File: src/rtl/vga_scanout.sv
// -----------------------------------------------------------------------------
// vga_scanout
//
// Raster scanout engine for a 320x240 RGB565 frame buffer. It generates
// 640x480@60 Hz VGA timing from a 25 MHz pixel clock. Pixels are fetched
// through the read-only video port (port 2) of the VRAM. Each stored pixel
// is doubled horizontally and vertically, so it covers a 2x2 block of
// screen pixels. The block drives the DAC/connector pins directly and raises
// a one-clock vertical-blank pulse for the CPU side. The VRAM port 2 write
// enable is tied low at the top level; this block never writes.
//
// Pipeline:
//   S0  h/v raster counters
//   S1  vram_addr register, plus the visible/hsync/vsync/vblank flags
//   S2  VRAM read cycle (the flags wait one more register)
//   S3  output registers
// All outputs lag the counters by exactly three clocks and stay mutually
// aligned.
//
// rst_n asserts asynchronously. Its release is expected to be synchronous
// to clk, and is synchronised upstream.
//
// Ports:
//   clk           in   1   pixel clock (25 MHz); also clocks VRAM port 2
//   rst_n         in   1   asynchronous active-low reset
//   display_en    in   1   0 forces RGB to zero; the timing keeps running
//   vram_addr     out  17  frame-buffer word address to VRAM port 2
//   vram_data     in   16  VRAM port 2 read data (RGB565), one clock after addr
//   hsync_n       out  1   horizontal sync, active low
//   vsync_n       out  1   vertical sync, active low
//   de            out  1   data enable, high during visible pixels
//   red           out  5   pixel red   (vram_data[15:11])
//   green         out  6   pixel green (vram_data[10:5])
//   blue          out  5   pixel blue  (vram_data[4:0])
//   vblank_pulse  out  1   one-clock pulse at the start of vertical blank
// -----------------------------------------------------------------------------
module vga_scanout #(
  parameter int H_VISIBLE = 640,
  parameter int H_FRONT   = 16,
  parameter int H_SYNC    = 96,
  parameter int H_BACK    = 48,
  parameter int V_VISIBLE = 480,
  parameter int V_FRONT   = 10,
  parameter int V_SYNC    = 2,
  parameter int V_BACK    = 33,
  parameter int FB_WIDTH  = 320
) (
  input  logic        clk,
  input  logic        rst_n,
  input  logic        display_en,
  output logic [16:0] vram_addr,
  input  logic [15:0] vram_data,
  output logic        hsync_n,
  output logic        vsync_n,
  output logic        de,
  output logic [4:0]  red,
  output logic [5:0]  green,
  output logic [4:0]  blue,
  output logic        vblank_pulse
);

  localparam int H_TOTAL = H_VISIBLE + H_FRONT + H_SYNC + H_BACK;
  localparam int V_TOTAL = V_VISIBLE + V_FRONT + V_SYNC + V_BACK;
  localparam int H_W     = $clog2(H_TOTAL);
  localparam int V_W     = $clog2(V_TOTAL);

  localparam logic [H_W-1:0] H_LAST   = H_W'(H_TOTAL - 1);
  localparam logic [H_W-1:0] H_VIS    = H_W'(H_VISIBLE);
  localparam logic [H_W-1:0] H_HS_BEG = H_W'(H_VISIBLE + H_FRONT);
  localparam logic [H_W-1:0] H_HS_END = H_W'(H_VISIBLE + H_FRONT + H_SYNC - 1);

  localparam logic [V_W-1:0] V_LAST   = V_W'(V_TOTAL - 1);
  localparam logic [V_W-1:0] V_VIS    = V_W'(V_VISIBLE);
  localparam logic [V_W-1:0] V_VS_BEG = V_W'(V_VISIBLE + V_FRONT);
  localparam logic [V_W-1:0] V_VS_END = V_W'(V_VISIBLE + V_FRONT + V_SYNC - 1);

  // Frame-buffer word address for raster position (h, v), with 2x2 pixel
  // doubling. For the native 320-word row the multiply is replaced by
  // row*256 + row*64. The sum peaks at 76799, so 17 bits never overflow.
  function automatic logic [16:0] fb_addr(input logic [V_W-1:0] v,
                                          input logic [H_W-1:0] h);
    logic [16:0] row;
    logic [16:0] col;
    row = 17'(v >> 1);
    col = 17'(h >> 1);
    if (FB_WIDTH == 320)
      return (row << 8) + (row << 6) + col;
    else
      return 17'(row * 17'(FB_WIDTH)) + col;
  endfunction

  // ---------------------------------------------------------------------------
  // S0: raster counters
  // ---------------------------------------------------------------------------
  logic [H_W-1:0] r_h_cnt;
  logic [V_W-1:0] r_v_cnt;

  always_ff @(posedge clk or negedge rst_n) begin
    if (!rst_n) begin
      r_h_cnt <= '0;
      r_v_cnt <= '0;
    end else if (r_h_cnt == H_LAST) begin
      r_h_cnt <= '0;
      r_v_cnt <= (r_v_cnt == V_LAST) ? '0 : r_v_cnt + 1'b1;
    end else begin
      r_h_cnt <= r_h_cnt + 1'b1;
    end
  end

  logic        w_vld_p0;
  logic        w_hs_p0;
  logic        w_vs_p0;
  logic        w_vbl_p0;
  logic [16:0] w_addr_p0;

  always_comb begin
    w_vld_p0  = (r_h_cnt < H_VIS) && (r_v_cnt < V_VIS);
    w_hs_p0   = (r_h_cnt >= H_HS_BEG) && (r_h_cnt <= H_HS_END);
    // vsync covers whole lines, regardless of the horizontal position.
    w_vs_p0   = (r_v_cnt >= V_VS_BEG) && (r_v_cnt <= V_VS_END);
    w_vbl_p0  = (r_h_cnt == '0) && (r_v_cnt == V_VIS);
    w_addr_p0 = fb_addr(r_v_cnt, r_h_cnt);
  end

  // ---------------------------------------------------------------------------
  // S1: VRAM address and timing flags
  // ---------------------------------------------------------------------------
  logic [16:0] r_addr_p1;
  logic        r_vld_p1;
  logic        r_hs_p1;
  logic        r_vs_p1;
  logic        r_vbl_p1;

  always_ff @(posedge clk or negedge rst_n) begin
    if (!rst_n) begin
      r_addr_p1 <= '0;
      r_vld_p1  <= 1'b0;
      r_hs_p1   <= 1'b0;
      r_vs_p1   <= 1'b0;
      r_vbl_p1  <= 1'b0;
    end else begin
      // During blanking the address holds its last value. This keeps the
      // VRAM port quiet and bounds the address to the visible range.
      if (w_vld_p0)
        r_addr_p1 <= w_addr_p0;
      r_vld_p1 <= w_vld_p0;
      r_hs_p1  <= w_hs_p0;
      r_vs_p1  <= w_vs_p0;
      r_vbl_p1 <= w_vbl_p0;
    end
  end

  assign vram_addr = r_addr_p1;

  // ---------------------------------------------------------------------------
  // S2: VRAM read in flight; flags wait one register for the data
  // ---------------------------------------------------------------------------
  logic r_vld_p2;
  logic r_hs_p2;
  logic r_vs_p2;
  logic r_vbl_p2;

  always_ff @(posedge clk or negedge rst_n) begin
    if (!rst_n) begin
      r_vld_p2 <= 1'b0;
      r_hs_p2  <= 1'b0;
      r_vs_p2  <= 1'b0;
      r_vbl_p2 <= 1'b0;
    end else begin
      r_vld_p2 <= r_vld_p1;
      r_hs_p2  <= r_hs_p1;
      r_vs_p2  <= r_vs_p1;
      r_vbl_p2 <= r_vbl_p1;
    end
  end

  // ---------------------------------------------------------------------------
  // S3: output registers
  // ---------------------------------------------------------------------------
  logic        r_de_p3;
  logic        r_hsync_n_p3;
  logic        r_vsync_n_p3;
  logic        r_vbl_p3;
  logic [15:0] r_rgb_p3;

  always_ff @(posedge clk or negedge rst_n) begin
    if (!rst_n) begin
      r_de_p3      <= 1'b0;
      r_hsync_n_p3 <= 1'b1;
      r_vsync_n_p3 <= 1'b1;
      r_vbl_p3     <= 1'b0;
      r_rgb_p3     <= '0;
    end else begin
      r_de_p3      <= r_vld_p2;
      r_hsync_n_p3 <= ~r_hs_p2;
      r_vsync_n_p3 <= ~r_vs_p2;
      r_vbl_p3     <= r_vbl_p2;
      // display_en is sampled here, not at S0, so that blanking takes
      // effect on the very next output pixel, even in mid-line.
      r_rgb_p3     <= (r_vld_p2 && display_en) ? vram_data : '0;
    end
  end

  assign de           = r_de_p3;
  assign hsync_n      = r_hsync_n_p3;
  assign vsync_n      = r_vsync_n_p3;
  assign vblank_pulse = r_vbl_p3;
  assign red          = r_rgb_p3[15:11];
  assign green        = r_rgb_p3[10:5];
  assign blue         = r_rgb_p3[4:0];

endmodule

File: config.mk
export PLATFORM = sky130hd
export DESIGN_NAME = vga_scanout
export DESIGN_NICKNAME = d
export VERILOG_FILES = /design/src/rtl/vga_scanout.sv
export SDC_FILE = /design/constraint.sdc
export NUM_CORES = 1
export LEC_CHECK = 0
export ABC_AREA = 1
export CAP_MARGIN = 10
export CORE_UTILIZATION = 53
export DETAILED_ROUTE_END_ITERATION = 6
export GPL_TIMING_DRIVEN = 0
export PLACE_DENSITY = 0.86
export SLEW_MARGIN = 10
export SYNTH_ARGS = -nofsm -noshare
export SYNTH_HDL_FRONTEND = slang
export SYNTH_SLANG_ARGS = --single-unit
File: constraint.sdc
create_clock -name clk -period 2.9 [get_ports clk]
set_input_delay 0.58 -clock clk [delete_from_list [all_inputs] [get_ports clk]]
set_output_delay 0.58 -clock clk [all_outputs]
set_load 0.02 [all_outputs]
==> results.yml, run 1 <==
logic_synthesis:
  synthMuxAreaShare_pct: 0
  synth_warnings: 0
  ys_types: 29
  syn_area_sq_um: 3250
  synth_xor_xnor_area_share_pct: 2.69
  synth_top_family_by_area: "simple AND/OR/NAND/NOR gates"
  synth_adder_area_share_pct: 9.30
  ys_ff_latch: 65
  synthSimpleGateAreaFrac_pct: 23.0
  synth_compound_area_share_pct: 5.54
  seq_area_frac_synth_pct: 50.1
  syn_inst: 377
  postSynthAreaPerCell_sq_um: 8.63
  synth_fp_nets: 419
power:
  power.leakage_nw: 2.18
  ir_drop_v: 0.000309
  powerDensity_nw_per_um2: 473
floorplanning:
  die_width_um: 80.4
  dieArea_sq_um: 6460
  num_io_pins: 56
  core_area_sq_um: 5920
  start_util_pct: 55.0
  row_count: 28
  die_h_um: 80.4
drt:
  drt_wl_total_um: 7030
  route.detailed.wl_per_inst_um: 13.4
  ant_nets: 0
  route.vias.total: 2698
  viasPerCell: 5.16
  drt_iter0_markers: 148
  drcViolationCount: 0
  firstDrtPassIters: 6
finish:
  fillerInstances: 439
  layout-drive-gt1-share_pct: 7.14
  n_antenna_cell: 0
  nNetsFinal: 485
  final_core_util_pct: 70.0
  area_delta_synth_final_pct: 27.4
  final_area_sq_um: 4150
sta:
  final-hold-violation-count: 0
  rsz0062_at_grt: "false"
  finalWorstSetupSlack_ns: 0.661
  tightestPinTransition_ns: 0.795
  fin_crit_ns: 2.24
  slew_headroom_pct: 47.0
  skew_ns: 0.0120
  setup_viol: 0
  report.final.slew_viol_count: 0
  fmax_mhz: 447
  period_share_pct: 77.2
critical_path:
  startpoint_type: "flip-flop"
  arrival_ns: 2.47
  ff2ff_path_depth: 11
  cp_max_fo: 4
  cp-end-kind: "flip-flop"
  timing.rr.end: "vram_addr[13]"
  ff2ff_setup_slack_ns: 0.66
  r2r_start: "r_v_cnt[1]"
  crit_required_ns: 3.13
  path_class: "reg2reg"
global_routing:
  grt.overflow.total: 0
  grt_start_max_net_pins: 66
  grt_pass1_wl_um: 11600
  first_global_vias: 2573
  grt_use_total_pct: 23.7
  antenna_found_initial: 0
clock_tree:
  clkTransAtPathRegs_ns: 0.07
  cts_num_sinks: 65
  cts_setup_buffers: 0
  cts_buffers: 9
  cts_resized: 0
  cts_max_path_buffers: 2
  ctsHtreeMaxLevel: 3
  root_buffer: "clkbuf_8"
  clkLatencyLatePin_ns: 0.34
  cts_tree: "yes"
  postCtsHoldBufs: 0
min_path:
  hp-class: "in2async"
placement:
  place.gp.congestion: 0.837
  port_buffers: 55
  placed_area_sq_um: 3900
  dp_hpwl_um: 4790
  place_ws_ns: 0.687
run:
  maxCapViolCount: 0
outcome:
  outcome: "finished, final reports clean"
==> kinds of logic after synthesis <==
| family | after synthesis |
|---|---|
| adder cells (fa/ha/maj) | 23 |
| AND/OR/NAND/NOR | 170 |
| AO/OA/AOI/OAI | 34 |
| XOR/XNOR | 10 |
| flip-flops | 65 |
| buffers and inverters | 75 |
==> cell type report <==
type / count / area, sq um / area share [%]
clock buffers: 9 / 124 / 2.99
clock inverters: 7 / 125 / 3.02
flip-flops and latches: 65 / 1630 / 39.3
inverters: 70 / 263 / 6.34
multi-input cells: 237 / 1320 / 31.8
plain buffers: 5 / 42.5 / 1.03
repair buffers: 55 / 548 / 13.2
well taps: 75 / 93.8 / 2.26
==> critical path, cell delays in order (launching register included) <==
cell and delay (ns):
dfrtp_1 0.43, inv_1 0.18, fa_1 0.49, fa_1 0.47
inv_1 0.07, nand3_1 0.06, nand2_1 0.13, nand2_1 0.09
nand2_1 0.06, nand2_1 0.05, nand3_1 0.06, nand2_1 0.05
==> report_power, final <==
part | leakage, nW | internal (mW) | switching, mW
combinational | 1.21 | 0.0439 | 0.0480
sequential | 0.844 | 0.917 | 0.00316
clock | 0.124 | 0.580 | 0.368
==> layer usage <==
| layer | routed length [um] | global-route usage, % | up-vias |
|---|---|---|---|
| met3 | 417 | 5.11 | 23 |
| met2 | 3480 | 41.5 | 101 |
| li1 | - | - | 1314 |
| met1 | 2920 | 28.1 | 1260 |
| met4 | 198 | 9.29 | 0 |
| met5 | 0 | 0 | - |
==> layout by cell type, fill, tap and decap left out, types with 3 or more instances in the layout <==
cell	synthesis	layout
a21oi_1	8	8
buf_6	3	3
bufinv_16	0	3
clkbuf_8	0	9
clkdlybuf4s50_1	0	54
dfrtp_1	63	63
ha_1	21	21
inv_1	68	68
nand2_1	87	87
nand3_1	21	21
nand4_1	10	10
nor2_1	41	41
o21ai_0	15	15
o21ai_1	7	7
xor2_1	8	8
==> stage by stage <==
stage	hold slack [ns]	power, mW	instances	setup TNS (ns)
5_1_grt	0.362	2.02	523	0
6_report	0.307	1.96	523	0
2_1_floorplan	0.284	0.964	377	0
4_1_cts	0.353	1.97	523	0
3_5_place_dp	0.336	1.03	507	0
3_3_place_gp	0.331	1.03	507	-46.95
==> worst max-delay path by stage <==
stage	endpoint	startpoint	slack [ns]
floorplan	vram_addr[15]	r_h_cnt[9]	0.86
global placement	vram_addr[0]	rst_n	-0.75
detailed placement	vram_addr[13]	r_v_cnt[1]	0.69
CTS	vram_addr[13]	r_v_cnt[1]	0.67
global route	vram_addr[13]	r_v_cnt[3]	0.53
finish	vram_addr[13]	r_v_cnt[1]	0.66
==> synth_stat cells <==
cell | count | area (sq um)
fa_1 | 2 | 40.0
nand4_1 | 10 | 62.6
a21oi_1 | 8 | 40.0
nand3_1 | 21 | 105
xor2_1 | 8 | 70.1
nor2_8 | 1 | 20.0
nor2_2 | 1 | 6.26
ha_1 | 21 | 263
nor2_1 | 41 | 154
buf_6 | 3 | 33.8
dfstp_2 | 2 | 52.6
xnor2_1 | 2 | 17.5
inv_2 | 2 | 7.51
buf_2 | 1 | 5.00
o21ai_1 | 7 | 35.0
o31ai_1 | 1 | 7.51
nor3_1 | 2 | 10.0
o211ai_1 | 2 | 15.0
nor2_4 | 1 | 11.3
dfrtp_1 | 63 | 1580
inv_1 | 68 | 255
nand2_4 | 1 | 11.3
nand3_4 | 1 | 17.5
o21ai_0 | 15 | 75.1
nand2_1 | 87 | 327
clkbuf_1 | 1 | 3.75
a21boi_1 | 1 | 7.51
nor4_1 | 2 | 12.5
nand2_2 | 2 | 12.5
==> state kept, by name (all words and copies together) (netlist names) <==
name          flops
r_rgb_p3         16
r_vbl_p1          1
r_v_cnt          10
r_hs_p2           1
r_hs_p1           1
hsync_n           1
r_vbl_p2          1
vram_addr        17
r_vld_p2          1
r_h_cnt          10
vsync_n           1
r_vs_p2           1
de                1
r_vld_p1          1
r_vs_p1           1
vblank_pulse      1
(Power assumes the default switching activity.)
==> run 2, diff against run 1 <==
- clock period: 2.9 -> 2.27 ns (I/O delays scaled with it)
==> results.yml, run 2 (same netlist as run 1, synthesis figures left out) <==
finish:
  nNetsFinal: 490
  n_antenna_cell: 0
  largest_reg_flops: 17
  layout-drive-gt1-share_pct: 8.83
  final_area_sq_um: 4180
  final_cell_mix: "nand2_1 (87), inv_1 (66), dfrtp_1 (62)"
  area_delta_synth_final_pct: 28.6
  final_core_util_pct: 70.7
  final_common_cell: "nand2_1"
critical_path:
  crit_slowest_cell: "fa_1"
  cp_max_fo: 4
  path_buf_inv: 2
  slowest_delay_ns: 0.48
  path_common_cell: "nand2_1"
  cp-end-kind: "flip-flop"
  crit_required_ns: 2.51
  path_class: "reg2reg"
  cp_top_family: "adder cells"
  arrival_ns: 2.42
  crit_path_cell_trace: "inv_2 -> fa_1 -> fa_1 -> inv_1 -> nand3_1 -> nand2_1 -> nand2_1 -> nand2_1 -> nand2_1 -> nand3_1 -> nand2_1"
  startpoint_type: "flip-flop"
floorplanning:
  dieArea_sq_um: 6460
  die_h_um: 80.4
  row_count: 28
  core_area_sq_um: 5920
  die_width_um: 80.4
  num_io_pins: 56
  start_util_pct: 55.0
sta:
  setup_viol: 0
  final-hold-violation-count: 0
  skew_ns: 0.00942
  fin_crit_ns: 2.18
  tightestPinTransition_ns: 0.803
  period_share_pct: 96.1
  report.final.slew_viol_count: 0
  finalSetupTns_ns: 0
  fmax_mhz: 458
  slew_headroom_pct: 46.5
drt:
  route.vias.total: 2769
  wl_met3_um: 489
  drcViolationCount: 1
  dr.max_layer_used: "met4"
  m1WireLength_um: 3000
  viasPerCell: 5.24
  drt_wl_total_um: 7380
  ant_nets: 0
  firstDrtPassIters: 7
  drt_iter0_markers: 152
  route.detailed.wl_per_inst_um: 14.0
  dr_wl_met2_um: 3710
power:
  p_comb_share_pct: 4.7
  ir_drop_v: 0.000395
  sequentialPowerShare_pct: 46.7
  powerDensity_nw_per_um2: 601
  p_clk_share_pct: 48.6
  p_total_mw: 2.51
  swShare_pct: 21.7
  p_sw_uw: 546
  power.leakage_nw: 2.20
  p_int_mw: 1.97
global_routing:
  first_global_vias: 2573
  grt.overflow.total: 0
  grt_start_max_net_pins: 66
  grt_pass1_wl_um: 11600
  grt_use_total_pct: 23.7
  antenna_found_initial: 0
clock_tree:
  ctsHtreeMaxLevel: 3
  cts_num_sinks: 65
  root_buffer: "clkbuf_8"
  cts_tree: "yes"
  cts_buffers: 9
  clkTransAtPathRegs_ns: 0.07
  postCtsHoldBufs: 0
  cts_max_path_buffers: 2
  clkLatencyLatePin_ns: 0.35
outcome:
  violations: "DRC"
  outcome: "complete, but fails checks"
placement:
  placed_area_sq_um: 3900
  place.gp.congestion: 0.837
  port_buffers: 55
  dp_hpwl_um: 4790
min_path:
  hp-class: "in2async"
run:
  maxCapViolCount: 0
[run 2: cell count changes in the layout (fill, tap and decap cells not counted), sizes merged]
| cell | previous run | this run |
|---|---|---|
| buf | 5 | 10 |
[run 2: final cells by class]
class | count | area (sq um)
inverter | 70 | 263
buffer | 5 | 42.5
tap | 75 | 93.8
multi-input combinational | 237 | 1320
clock inverter | 7 | 125
clock buffer | 9 | 124
fill | 424 | 1740
timing repair buffer | 60 | 586
sequential | 65 | 1630
[run 2: path summary, 6_finish.rpt]
kind                                 start             to  slack [ns]  cells past startpoint
worst max-delay path            r_v_cnt[1]  vram_addr[13]        0.09                     11
worst min-delay path                 rst_n  vram_addr[14]        0.18                      1
worst max register to register  r_v_cnt[1]  vram_addr[13]        0.09                     11
worst min register to register    r_vbl_p1       r_vbl_p2        0.35                      0
max in group asynchronous            rst_n     r_v_cnt[3]        1.49                      1
min in group clk                  r_vbl_p1       r_vbl_p2        0.35                      0
[run 2: layer usage]
layer  vias to the layer above  global-route usage, %
met2                       131                   41.5
li1                       1326                      -
met1                      1287                   28.1
met5                         -                      0
met4                         0                   9.29
met3                        25                   5.11
[run 2: repair_timing]
action	CTS	global route
resized for setup	0	3
setup endpoints to repair	0	3
setup buffers	0	5
[run 2: worst reg2reg max path, cell delays in order (launching register included)]
cell	delay, ns
dfrtp_1	0.44
inv_2	0.12
fa_1	0.48
fa_1	0.47
inv_1	0.07
nand3_1	0.06
nand2_1	0.13
nand2_1	0.09
nand2_1	0.07
nand2_1	0.05
nand3_1	0.07
nand2_1	0.05
[run 2: metrics by stage]
stage	worst slack, ns	instances	hold slack [ns]
4_1_cts	0.0433	523	0.234
3_5_place_dp	0.0574	507	0.336
3_3_place_gp	-1.25	507	0.331
2_1_floorplan	0.226	377	0.158
5_1_grt	-0.00143	528	0.266
6_report	0.0875	528	0.184
[run 2: power groups by stage]
stage / Clock, mW / Sequential [mW] / Combinational [mW]
detailed placement: 0 / 1.20 / 0.120
global placement: 0 / 1.20 / 0.117
finish: 1.22 / 1.18 / 0.118
floorplan: 0 / 1.22 / 0.0142
CTS: 1.22 / 1.18 / 0.121
global route: 1.28 / 1.18 / 0.131
==> edit 1: new RTL, settings of run 2 <==
Compare `r_v_cnt` against `V_VIS` with >= in place of ==.
--- a/src/rtl/vga_scanout.sv
+++ b/src/rtl/vga_scanout.sv
@@ -119,5 +119,5 @@
     // vsync covers whole lines, regardless of the horizontal position.
     w_vs_p0   = (r_v_cnt >= V_VS_BEG) && (r_v_cnt <= V_VS_END);
-    w_vbl_p0  = (r_h_cnt == '0) && (r_v_cnt == V_VIS);
+    w_vbl_p0  = (r_h_cnt == '0) && (r_v_cnt >= V_VIS);
     w_addr_p0 = fb_addr(r_v_cnt, r_h_cnt);
   end
Function: same outputs for any inputs over 10 cycles, from zero or initial values and one cycle with rst_n low; that may be too few to reach the edited logic, so the function may still have changed.
==> edit 1 against run 2 <==
Setup slack gained 0.043 ns; critical endpoint is now vram_addr[15]; final cell count decreased by 0.38%; wire length decreased by 9.2%; largest cell class unchanged; area after synthesis hardly changed; total power decreased by 14%; non-clock buffer count is 2 lower; sequential cell count stayed put; worst hold slack improved by 0.013 ns; die area hardly changed; final area fell by 1.8%.
==> edit 1: results <==
export IMPL_ys_top_cells_by_count="nand2_1, dfrtp_1, inv_1"
export IMPL_worst_ep_arrival_time_ns=2.37
export IMPL_vias=2624
export IMPL_crit_slowest_cell="fa_2"
export IMPL_grt_util_all_layers_pct=22.4
export IMPL_htreeDepth=3
export IMPL_drtIter0Drc=135
export IMPL_drive_gt1_share_pct=9.76
export IMPL_cts_buffers=9
export IMPL_grt_pass1_wl_microns=10800
export IMPL_grt_pass1_vias=2537
export IMPL_finalClockSkew_ns=0.00721
export IMPL_use_met2_pct=36.9
export IMPL_p_leak_nw=2.10
export IMPL_finalNetCount=489
export IMPL_crit_fanout=5
export IMPL_ir_drop_mv=0.286
export IMPL_status="completed"
export IMPL_globalRouteMet1Util_pct=26.5
export IMPL_yosysSeqAreaShare_pct=50.0
export IMPL_globalRouteMet3Util_pct=6.36
export IMPL_dp_hpwl_microns=4830
export IMPL_netlist_top_cells_area="dfrtp_1, nand2_1, ha_1"
export IMPL_swShare_pct=23.1
export IMPL_finalSetupViolations=0
export IMPL_routabilityCongestion=0.892
export IMPL_routedWlPerCell_microns=12.7
export IMPL_firstDrtPassIters=4
-- edit 1: worst paths after layout --
| kind | startpoint | to | slack, ns | cells after the start |
|---|---|---|---|---|
| max in group asynchronous | rst_n | r_v_cnt[1] | 1.51 | 1 |
| min in group clk | r_vbl_p1 | r_vbl_p2 | 0.35 | 0 |
| max | r_h_cnt[9] | vram_addr[15] | 0.13 | 11 |
| min | rst_n | vram_addr[13] | 0.20 | 1 |
| min reg2reg | r_vbl_p1 | r_vbl_p2 | 0.35 | 0 |
| max reg2reg | r_h_cnt[9] | vram_addr[15] | 0.13 | 11 |
-- edit 1: per-stage QoR --
stage                     area, sq um  hold slack, ns  total power, mW  setup TNS [ns]  instances
after floorplan                  3260           0.158             1.23               0        376
after global placement           3900           0.333             1.31          -78.86        506
after detailed placement         3900           0.336             1.32         -0.0597        506
after CTS                        4070           0.220             2.17               0        522
after global routing             4110           0.271             2.23         -0.0134        526
final                            4110           0.198             2.15               0        526
-- edit 1: cell families after synthesis --
family,count (synthesis),synth area share [%]
compound gates,30,5.03
xor+xnor,7,1.88
fa+ha+maj,24,9.68
buf+inv,66,8.53
flops,65,50.0
simple gates,184,24.8
-- edit 1: what timing repair did --
item / CTS / global route
setup endpoints to repair: 2 / 3
pin swaps: 0 / 1
hold buffers: 0 / 0
buffers inserted: 0 / 4
cloned: 0 / 0
gates resized for setup: 2 / 3
endpoints found under the hold margin: 0 / 0
-- edit 1: worst register-to-register path, cell delays in order (launching register included) --
cell	delay (ns)
dfrtp_1	0.44
inv_2	0.11
fa_2	0.47
fa_2	0.41
inv_1	0.06
nand2_1	0.05
nand2_1	0.11
nand3_1	0.11
nand2_1	0.09
nand2_1	0.05
nand3_1	0.07
nand2_1	0.05
-- edit 1: routing by layer --
metal / share of wire (%) / vias up
met2: 48 / 82
met4: 2.3 / 0
li1: - / 1315
met3: 5.6 / 21
met1: 44 / 1206
met5: 0 / -
-- edit 1: cell type report --
class | count | area, sq um | share of cell area (%)
sequential | 65 | 1630 | 39.7
multi-input combinational | 245 | 1350 | 33.0
timing repair buffer | 59 | 578 | 14.1
inverter | 62 | 233 | 5.67
clock buffer | 12 | 145 | 3.53
tap | 75 | 93.8 | 2.28
buffer | 4 | 45.0 | 1.10
clock inverter | 4 | 28.8 | 0.701
-- edit 1: power groups by stage --
| stage | clock network, mW | logic (mW) | registers, mW |
|---|---|---|---|
| 6_report | 0.860 | 0.117 | 1.18 |
| 5_1_grt | 0.920 | 0.129 | 1.18 |
| 4_1_cts | 0.874 | 0.119 | 1.18 |
| 3_5_place_dp | 0 | 0.119 | 1.20 |
| 3_3_place_gp | 0 | 0.117 | 1.20 |
| 2_1_floorplan | 0 | 0.0142 | 1.22 |
==> edit 2: new RTL, flow settings as in run 2 <==
Made on the original files. Set the parameter `V_FRONT` to 20 (it was 10).
--- a/src/rtl/vga_scanout.sv
+++ b/src/rtl/vga_scanout.sv
@@ -41,5 +41,5 @@
   parameter int H_BACK    = 48,
   parameter int V_VISIBLE = 480,
-  parameter int V_FRONT   = 10,
+  parameter int V_FRONT   = 20,
   parameter int V_SYNC    = 2,
   parameter int V_BACK    = 33,
Check against the original RTL: no difference found for any inputs over 10 cycles, from zero or initial values and one cycle with rst_n low; that may be too few to reach the edited logic, so the function may still have changed.
==> edit 2 against run 2 <==
Setup slack better by 0.10 ns; sequential power hardly changed; largest cell class unchanged; total power is 8.5% lower; critical endpoint is now vram_addr[15]; critical path type unchanged; area after synthesis is 5.1% higher; clock power is 17% lower; sequential cell count stayed put; wire length is 7.0% lower; final area is 2.8% higher.
==> edit 2: results <==
export IMPL_routed_wl_microns=6860
export IMPL_dp_hpwl_microns=5020
export IMPL_r2r_end="vram_addr[15]"
export IMPL_synth_cell_type_count=33
export IMPL_firstDrtPassIters=5
export IMPL_async_flop_share_pct=100
export IMPL_crit_fanout=6
export IMPL_globalRouteMet3Util_pct=7.14
export IMPL_yosys_warnings=0
export IMPL_finalNetCount=507
export IMPL_grt_util_all_layers_pct=22.3
export IMPL_grt_pass1_wl_microns=11300
export IMPL_grt_max_degree=66
export IMPL_slowest_delay_ns=0.46
export IMPL_largest_register_ffs=17
export IMPL_finalInstanceArea_sq_mm=0.00430
export IMPL_grt_pass1_vias=2568
export IMPL_ctsLongestPathBuffers=2
export IMPL_htreeDepth=3
export IMPL_startpoint="r_v_cnt[3]"
export IMPL_crit_slowest_cell="dfrtp_2"
export IMPL_antenna_found_initial=0
export IMPL_placed_cell_area_sq_mm=0.00406
export IMPL_yosysSeqAreaShare_pct=47.6
export IMPL_routabilityCongestion=0.908
export IMPL_via_per_inst=5.02
export IMPL_worstSetupPathType="reg2reg"
export IMPL_syn_nets=437
export IMPL_root_buffer="clkbuf_8"
export IMPL_ys_top_cells_by_count="nand2_1, dfrtp_1, inv_1"
export IMPL_ir_drop_mv=0.445
export IMPL_p_leak_nw=2.19
export IMPL_hold_class="in2async"
export IMPL_status="completed"
export IMPL_n_antenna_cell=0
export IMPL_use_met2_pct=37.2
export IMPL_drive_gt1_share_pct=12.4
export IMPL_r2r_cells=11
export IMPL_netlist_top_cells_area="dfrtp_1, nand2_1, ha_1"
export IMPL_cts_buffers=9
export IMPL_port_buffers=55
export IMPL_worst_ep_arrival_time_ns=2.33
export IMPL_critPathTopFamily="adder cells"
export IMPL_slew_headroom_pct=46.5
export IMPL_r2r_setup_slack_ns=0.19
export IMPL_globalRouteMet1Util_pct=27.0
export IMPL_finalClockSkew_ns=0.0149
export IMPL_ys_flop_type="dfrtp_1"
export IMPL_worstSkewPairLatency_ns=0.35
export IMPL_clk_pin_slew_ns=0.08
export IMPL_synth_most_common_cell="nand2_1"
export IMPL_drtIter0Drc=158
export IMPL_synth_top_area_share_pct=46.1
export IMPL_fillCellCount=423
-- edit 2: timing repair --
item	CTS	global route
gates resized for setup	1	6
pin swaps	0	0
gates cloned	0	0
endpoints found under the setup margin	3	5
buffers inserted	0	4
-- edit 2: worst min-delay path by stage --
| stage | from | end | slack, ns | cells after the start |
|---|---|---|---|---|
| 3_3_place_gp | r_vld_p1 | r_vld_p2 | 0.33 | 0 |
| 6_report | rst_n | vram_addr[14] | 0.18 | 1 |
| 4_1_cts | rst_n | r_rgb_p3[12] | 0.22 | 1 |
| 2_1_floorplan | rst_n | de | 0.16 | 0 |
| 3_5_place_dp | r_vld_p1 | r_vld_p2 | 0.34 | 0 |
| 5_1_grt | rst_n | vram_addr[15] | 0.25 | 1 |
-- edit 2: metrics by stage --
| stage | setup slack, ns | instances | hold WS [ns] |
|---|---|---|---|
| after global routing | 0.00511 | 542 | 0.247 |
| after detailed placement | -0.0362 | 522 | 0.336 |
| final | 0.188 | 542 | 0.181 |
| after CTS | 0.0177 | 538 | 0.219 |
| after floorplan | 0.196 | 392 | 0.158 |
| after global placement | -1.26 | 522 | 0.332 |
-- edit 2: cells by family (layout without fill, tap and decap cells) --
group                    after synthesis  count (layout)  synth area share [%]
AO/OA/AOI/OAI                         31              31                  5.05
adder cells (fa/ha/maj)               26              26                  9.95
AND/OR/NAND/NOR                      185             185                  25.3
XOR/XNOR                              11              11                  2.82
flip-flops                            65              65                  47.6
buffers and inverters                 74             149                  9.22
-- edit 2: metal layers --
metal | wire (microns) | vias up | share of wire (%)
met3 | 562 | 11 | 8.2
li1 | - | 1367 | -
met2 | 3200 | 90 | 47
met5 | 0 | - | 0
met4 | 107 | 0 | 1.6
met1 | 2990 | 1255 | 44
-- edit 2: layout make-up --
class | count | share of cell area [%]
well taps | 75 | 2.18
clock inverters | 7 | 1.80
plain buffers | 5 | 1.19
clock buffers | 9 | 2.88
flip-flops and latches | 65 | 38.0
repair buffers | 59 | 13.4
multi-input cells | 253 | 34.4
inverters | 69 | 6.20
-- edit 2: power by group --
group,leakage (nW),switching (mW),internal (mW)
Sequential,0.839,0.00362,1.17
Combinational,1.25,0.0602,0.0561
Clock,0.105,0.491,0.518
